`src/rtl/serial_bus_sequencer.sv`:
```
// Serial-bus fetch/execute sequencer: shifts PC out, instruction in, then MAR/MDR for memory ops.
// Optional macro SEQ_RETRY_EN enables per-phase retry on bus error; otherwise any error faults.
module serial_bus_sequencer #(
    parameter int ADDR_W    = 16,
    parameter int DATA_W    = 16,
    parameter int INSTR_W   = 16,
    parameter int BUS_W     = 8,
    parameter int MAX_RETRY = 3
) (
    input  logic       clk,
    input  logic       rst_n,
    input  logic       is_load,
    input  logic       is_store,
    input  logic       ard_receive_ready,
    input  logic       ard_data_ready,
    input  logic       error,
    output logic       go,
    output logic       mar_load,
    output logic       mdr_load,
    output logic       pc_shift_out,
    output logic       mar_shift_out,
    output logic       mdr_shift_out,
    output logic       mdr_shift_in,
    output logic       instr_shift_in,
    output logic       bus_pc,
    output logic       bus_mar,
    output logic       bus_mdr,
    output logic       busy,
    output logic       fault,
    output logic [3:0] retry_cnt
);

    localparam int ADDR_BEATS  = ADDR_W / BUS_W;
    localparam int DATA_BEATS  = DATA_W / BUS_W;
    localparam int INSTR_BEATS = INSTR_W / BUS_W;
    localparam int MAX_AD      = (ADDR_BEATS > DATA_BEATS) ? ADDR_BEATS : DATA_BEATS;
    localparam int MAX_BEATS   = (MAX_AD > INSTR_BEATS) ? MAX_AD : INSTR_BEATS;
    localparam int BEAT_W      = (MAX_BEATS > 1) ? $clog2(MAX_BEATS) : 1;

    typedef enum logic [3:0] {
        S_PC_OUT, S_WAIT_INSTR, S_INSTR_IN, S_EXEC, S_ST_ADDR,
        S_ST_DATA, S_LD_ADDR, S_LD_WAIT, S_LD_DATA, S_FAULT
    } state_t;

    state_t              r_state;
    logic [BEAT_W-1:0]   r_beat;
    logic [3:0]          r_retry;
    logic                r_run;
    logic                r_go, r_pc_ph, r_mar_ph, r_mdr_out, r_mdr_in, r_instr_in, r_busy, r_fault;

    state_t              w_state_nxt;
    state_t              w_done_state;
    logic [BEAT_W-1:0]   w_beat_nxt;
    logic [BEAT_W-1:0]   w_last_beat;
    logic [3:0]          w_retry_nxt;
    logic                w_is_shift;

    // Per-shift-state beat length and successor state.
    always_comb begin
        w_is_shift   = 1'b1;
        w_last_beat  = {BEAT_W{1'b0}};
        w_done_state = S_PC_OUT;
        case (r_state)
            S_PC_OUT:   begin w_last_beat = BEAT_W'(ADDR_BEATS - 1);  w_done_state = S_WAIT_INSTR; end
            S_INSTR_IN: begin w_last_beat = BEAT_W'(INSTR_BEATS - 1); w_done_state = S_EXEC;       end
            S_ST_ADDR:  begin w_last_beat = BEAT_W'(ADDR_BEATS - 1);  w_done_state = S_ST_DATA;    end
            S_ST_DATA:  begin w_last_beat = BEAT_W'(DATA_BEATS - 1);  w_done_state = S_PC_OUT;     end
            S_LD_ADDR:  begin w_last_beat = BEAT_W'(ADDR_BEATS - 1);  w_done_state = S_LD_WAIT;    end
            S_LD_DATA:  begin w_last_beat = BEAT_W'(DATA_BEATS - 1);  w_done_state = S_PC_OUT;     end
            default:    begin w_is_shift = 1'b0; end
        endcase
    end

    // Next-state, beat and retry computation; error outranks beat completion.
    always_comb begin
        w_state_nxt = r_state;
        w_beat_nxt  = r_beat;
        w_retry_nxt = r_retry;
        if (!r_run) begin
            w_state_nxt = S_PC_OUT;
        end else if (w_is_shift) begin
            if (error) begin
`ifdef SEQ_RETRY_EN
                if (r_retry == 4'(MAX_RETRY)) begin
                    w_state_nxt = S_FAULT;
                    w_beat_nxt  = {BEAT_W{1'b0}};
                end else begin
                    w_beat_nxt  = {BEAT_W{1'b0}};
                    w_retry_nxt = r_retry + 4'd1;
                end
`else
                w_state_nxt = S_FAULT;
                w_beat_nxt  = {BEAT_W{1'b0}};
`endif
            end else if (r_beat == w_last_beat) begin
                w_state_nxt = w_done_state;
                w_beat_nxt  = {BEAT_W{1'b0}};
                w_retry_nxt = 4'd0;
            end else begin
                w_beat_nxt = r_beat + BEAT_W'(1);
            end
        end else begin
            case (r_state)
                S_WAIT_INSTR: begin
                    if (ard_receive_ready) begin
                        w_state_nxt = S_INSTR_IN;
                    end else begin
                        w_state_nxt = S_WAIT_INSTR;
                    end
                end
                S_EXEC: begin
                    w_retry_nxt = 4'd0;
                    w_beat_nxt  = {BEAT_W{1'b0}};
                    if (is_load) begin
                        w_state_nxt = S_LD_ADDR;
                    end else if (is_store) begin
                        w_state_nxt = S_ST_ADDR;
                    end else begin
                        w_state_nxt = S_PC_OUT;
                    end
                end
                S_LD_WAIT: begin
                    if (ard_data_ready) begin
                        w_state_nxt = S_LD_DATA;
                    end else begin
                        w_state_nxt = S_LD_WAIT;
                    end
                end
                S_FAULT: w_state_nxt = S_FAULT;
                default: w_state_nxt = S_PC_OUT;
            endcase
        end
    end

    // State register; outputs are registered from the state being entered.
    always_ff @(posedge clk or negedge rst_n) begin
        if (!rst_n) begin
            r_state    <= S_PC_OUT;
            r_beat     <= {BEAT_W{1'b0}};
            r_retry    <= 4'd0;
            r_run      <= 1'b0;
            r_go       <= 1'b0;
            r_pc_ph    <= 1'b0;
            r_mar_ph   <= 1'b0;
            r_mdr_out  <= 1'b0;
            r_mdr_in   <= 1'b0;
            r_instr_in <= 1'b0;
            r_busy     <= 1'b0;
            r_fault    <= 1'b0;
        end else begin
            r_state    <= w_state_nxt;
            r_beat     <= w_beat_nxt;
            r_retry    <= w_retry_nxt;
            r_run      <= 1'b1;
            r_go       <= (w_state_nxt == S_EXEC);
            r_pc_ph    <= (w_state_nxt == S_PC_OUT);
            r_mar_ph   <= (w_state_nxt == S_ST_ADDR) || (w_state_nxt == S_LD_ADDR);
            r_mdr_out  <= (w_state_nxt == S_ST_DATA);
            r_mdr_in   <= (w_state_nxt == S_LD_DATA);
            r_instr_in <= (w_state_nxt == S_INSTR_IN);
            r_busy     <= !((w_state_nxt == S_WAIT_INSTR) || (w_state_nxt == S_LD_WAIT) ||
                            (w_state_nxt == S_FAULT));
            r_fault    <= (w_state_nxt == S_FAULT);
        end
    end

    // Capture strobes follow the decode seen during the single EXEC cycle.
    assign go             = r_go;
    assign mar_load       = r_go & (is_load | is_store);
    assign mdr_load       = r_go & ~is_load & is_store;
    assign pc_shift_out   = r_pc_ph;
    assign bus_pc         = r_pc_ph;
    assign mar_shift_out  = r_mar_ph;
    assign bus_mar        = r_mar_ph;
    assign mdr_shift_out  = r_mdr_out;
    assign bus_mdr        = r_mdr_out;
    assign mdr_shift_in   = r_mdr_in;
    assign instr_shift_in = r_instr_in;
    assign busy           = r_busy;
    assign fault          = r_fault;
    assign retry_cnt      = r_retry;

endmodule

```
`config.mk`:
```
export PLATFORM = sky130hd
export DESIGN_NAME = serial_bus_sequencer
export DESIGN_NICKNAME = d
export VERILOG_FILES = /design/src/rtl/serial_bus_sequencer.sv
export SDC_FILE = /design/constraint.sdc
export NUM_CORES = 1
export LEC_CHECK = 0
export ABC_CLOCK_PERIOD_IN_PS = 7450
export BUFFER_PORTS_ARGS = -buffer_cell sky130_fd_sc_hd__buf_2
export CAP_MARGIN = 20
export CORE_MARGIN = 2
export CORE_UTILIZATION = 40
export DETAILED_ROUTE_END_ITERATION = 10
export SLEW_MARGIN = 0
export SYNTH_ARGS = -nofsm -noshare
export SYNTH_HDL_FRONTEND = slang
export SYNTH_SLANG_ARGS = --single-unit
```
`constraint.sdc`:
```
create_clock -name clk -period 7.45 [get_ports clk]
set_input_delay 0.3725 -clock clk [delete_from_list [all_inputs] [get_ports clk]]
set_output_delay 0.3725 -clock clk [all_outputs]
set_load 0.01 [all_outputs]
```
==> out/qor.txt <==
Outcome: finished, final reports clean
Clock latency on the worst-skew pair: 0.27 ns
Number of H-tree levels: 1
Leading post-synthesis cells by cell area: dfrtp_1, buf_4, a221oi_4
Peak supply drop: 0.179 mV
Post-Route WL: 1.48 mm
Pin count of the biggest net entering global routing: 15
Count of input and output buffers: 19
Max-cap viol count: 0
Power Density: 374 nW/um^2
Remaining global-route overflow: 0
Gr usage total: 12.9%
Minimum setup slack after placement: 4.79 ns
Most used flip-flop cell after synthesis: dfrtp_1
Max Slew Vio Count: 0
Register bit count reported by yosys: 14
Number of setup violations in the final report: 0
Worst setup SP type: flip-flop
Die width: 49.4 um
Main combinational cell family by area after synthesis: compound AO/OA/AOI/OAI gates
Share of flip-flops with an asynchronous set or reset: 100%
Post-synthesis share of cell area spent on full adders, half adders and majority gates: 1.52%
Number of top-level design ports: 24
Remaining antenna violation count after routing: 0
Antenna cell count: 0
RSZ-0062 raised after global routing: no
Reported leakage power: 0.000471 uW
Antenna violations before repair: 0
Sequential cell area fraction in the yosys report: 42.4%
Wire length of the first global-routing pass: 2.40 mm
Post-synthesis average cell area: 10.3 um^2
Area growth from synthesis to layout: 11.7%
Vias after detailed routing: 602
Post-synthesis simple-gate area fraction: 17.7%
Detail-routed net length per standard cell: 12.0 um
Post-synth EDFFs: 0
Vias per inst: 4.89
Post-Synth XOR/XNOR Area: 0%
Via count of the first global-routing pass: 550
Detailed placement HPWL: 1.13 mm
Ratio of cells with drive above 1 in the final layout: 29.2%
Max clock buf depth: 2
Post CTS Setup Buffer Count: 0
DR iter-0 viols: 12
Total power of the final layout: 345 uW
Most common cell after layout, fill and taps aside: buf_2
Headroom to the max-slew limit: 66.5%
Final period demand of the worst path: 2.68 ns
Fin crit share: 35.9%
Cts bufs inserted: 3
Clock tree root driver cell: clkbuf_4
Setup WS post-layout: 4.77 ns
Number of warnings printed during yosys synthesis: 0
CTS tree: done
HP Class: input port to async pin
Floorplan die area: 2440 um^2
Total Neg Setup Slack: 0 ns
RD Place Congestion: 0.819
Crit path kind: flip-flop to flip-flop
Setup crit end kind: flip-flop
Hold buffers post-CTS: 1
Total standard cell area after synthesis: 826 um^2
Fraction of synthesized cell area taken by the top area cell type: 42.4%
Number of instances resized during post-cts repair: 0
Max Clock Freq: 374 MHz
Pin slew with the least headroom to its limit: 0.502 ns
Clock slew at the register clock pins of the worst setup and hold paths: 0.08 ns
Number of unique standard cell types used by synthesis: 34
Compound-cell area share of the yosys netlist: 20.8%
Library cell with the largest summed area after synthesis: dfrtp_1
Core region area: 1960 um^2
Post-synthesis mux area share: 3.03%
DRC violations left: 0
Layout net count: 105
Data required time of the worst path: 7.66 ns
Arrival time of data at the critical path endpoint: 2.88 ns
Number of detailed-routing iterations run before antenna repair: 4
Standard-cell rows: 16
# clock sinks: 14
CP Max Fanout: 12
Height of the die: 49.4 um
Top library cells by usage in the layout, fill and taps aside: buf_2, dfrtp_1, inv_1, nor2_1, conb_1
Initial cell density of the core: 42.1%
Final design utilization: 47.0%
Maximum clock skew at final layout: 0.00352 ns
Instance count of the mapped netlist: 80
Final Hold Viols: 0
[cell usage after synthesis, types with 2 or more instances]
cell,count
and3_1,2
nand2_1,3
nor2_1,5
buf_6,2
inv_1,6
buf_4,9
o21ai_0,3
nand3_1,2
conb_1,2
nand2b_1,2
a22o_1,3
nor4b_1,2
dfrtp_1,14
a21oi_1,2
nor3_1,2
o31ai_1,3
[cell families (layout without fill, tap and decap cells)]
kind of cell,after synthesis,count (layout)
flops,14,14
simple gates,24,24
compound gates,20,20
mux,2,2
buf+inv,17,30
other cells,2,5
fa+ha+maj,1,1
[metrics by stage]
stage	hold slack (ns)	cells	instance area (um^2)
3_5_place_dp	0.281	118	876
2_1_floorplan	0.0769	83	837
4_1_cts	0.505	123	922
3_3_place_gp	0.275	118	876
6_report	0.509	123	922
5_1_grt	0.526	123	922
[cell type report]
type / instances / area (um^2)
Fill cell: 211 / 1040
Multi-Input combinational cell: 52 / 374
Sequential cell: 14 / 350
Timing Repair Buffer: 20 / 105
Clock buffer: 4 / 36.3
Tap cell: 27 / 33.8
Inverter: 6 / 22.5
[worst max-delay path: stages (launching register included)]
cell       delay, ns
dfrtp_1         0.56
mux2i_2         0.35
o2bb2ai_1       0.22
ha_1            0.32
and4b_1         0.18
a211o_1         0.32
a221oi_4        0.43
nand2b_1        0.13
nor2_1          0.10
[state kept, by name, indices dropped and copies added (netlist names)]
| signal | cells |
|---|---|
| r_state | 4 |
| bus_mar | 1 |
| bus_mdr | 1 |
| bus_pc | 1 |
| busy | 1 |
| fault | 1 |
| go | 1 |
| instr_shift_in | 1 |
| mdr_shift_in | 1 |
| r_beat | 1 |
| r_run | 1 |
[final timing paths]
kind                       startpoint  slack [ns]    endpoint  depth (start not counted)
max                        r_state[2]        4.77     bus_mdr                          8
min                             rst_n        0.51     bus_mar                          2
max reg2reg                r_state[2]        4.77     bus_mdr                          8
min reg2reg                    r_beat        0.53      r_beat                          1
max in group asynchronous       rst_n        6.71      r_beat                          2
min in group clk                error        0.51  r_state[0]                          3
[metal layers]
metal	global-route usage, %	wire (um)
met3	2.15	66
met5	0	0
met4	8.33	12
met1	15.8	683
met2	20.9	719
[report_power, final]
group          total (uW)  leakage [uW]  switching [uW]  internal (uW)
sequential            133      0.000182            33.6           99.7
clock                52.4     0.0000210            22.7           29.7
combinational         159      0.000268            86.1           72.8
(Power assumes the default switching activity.)
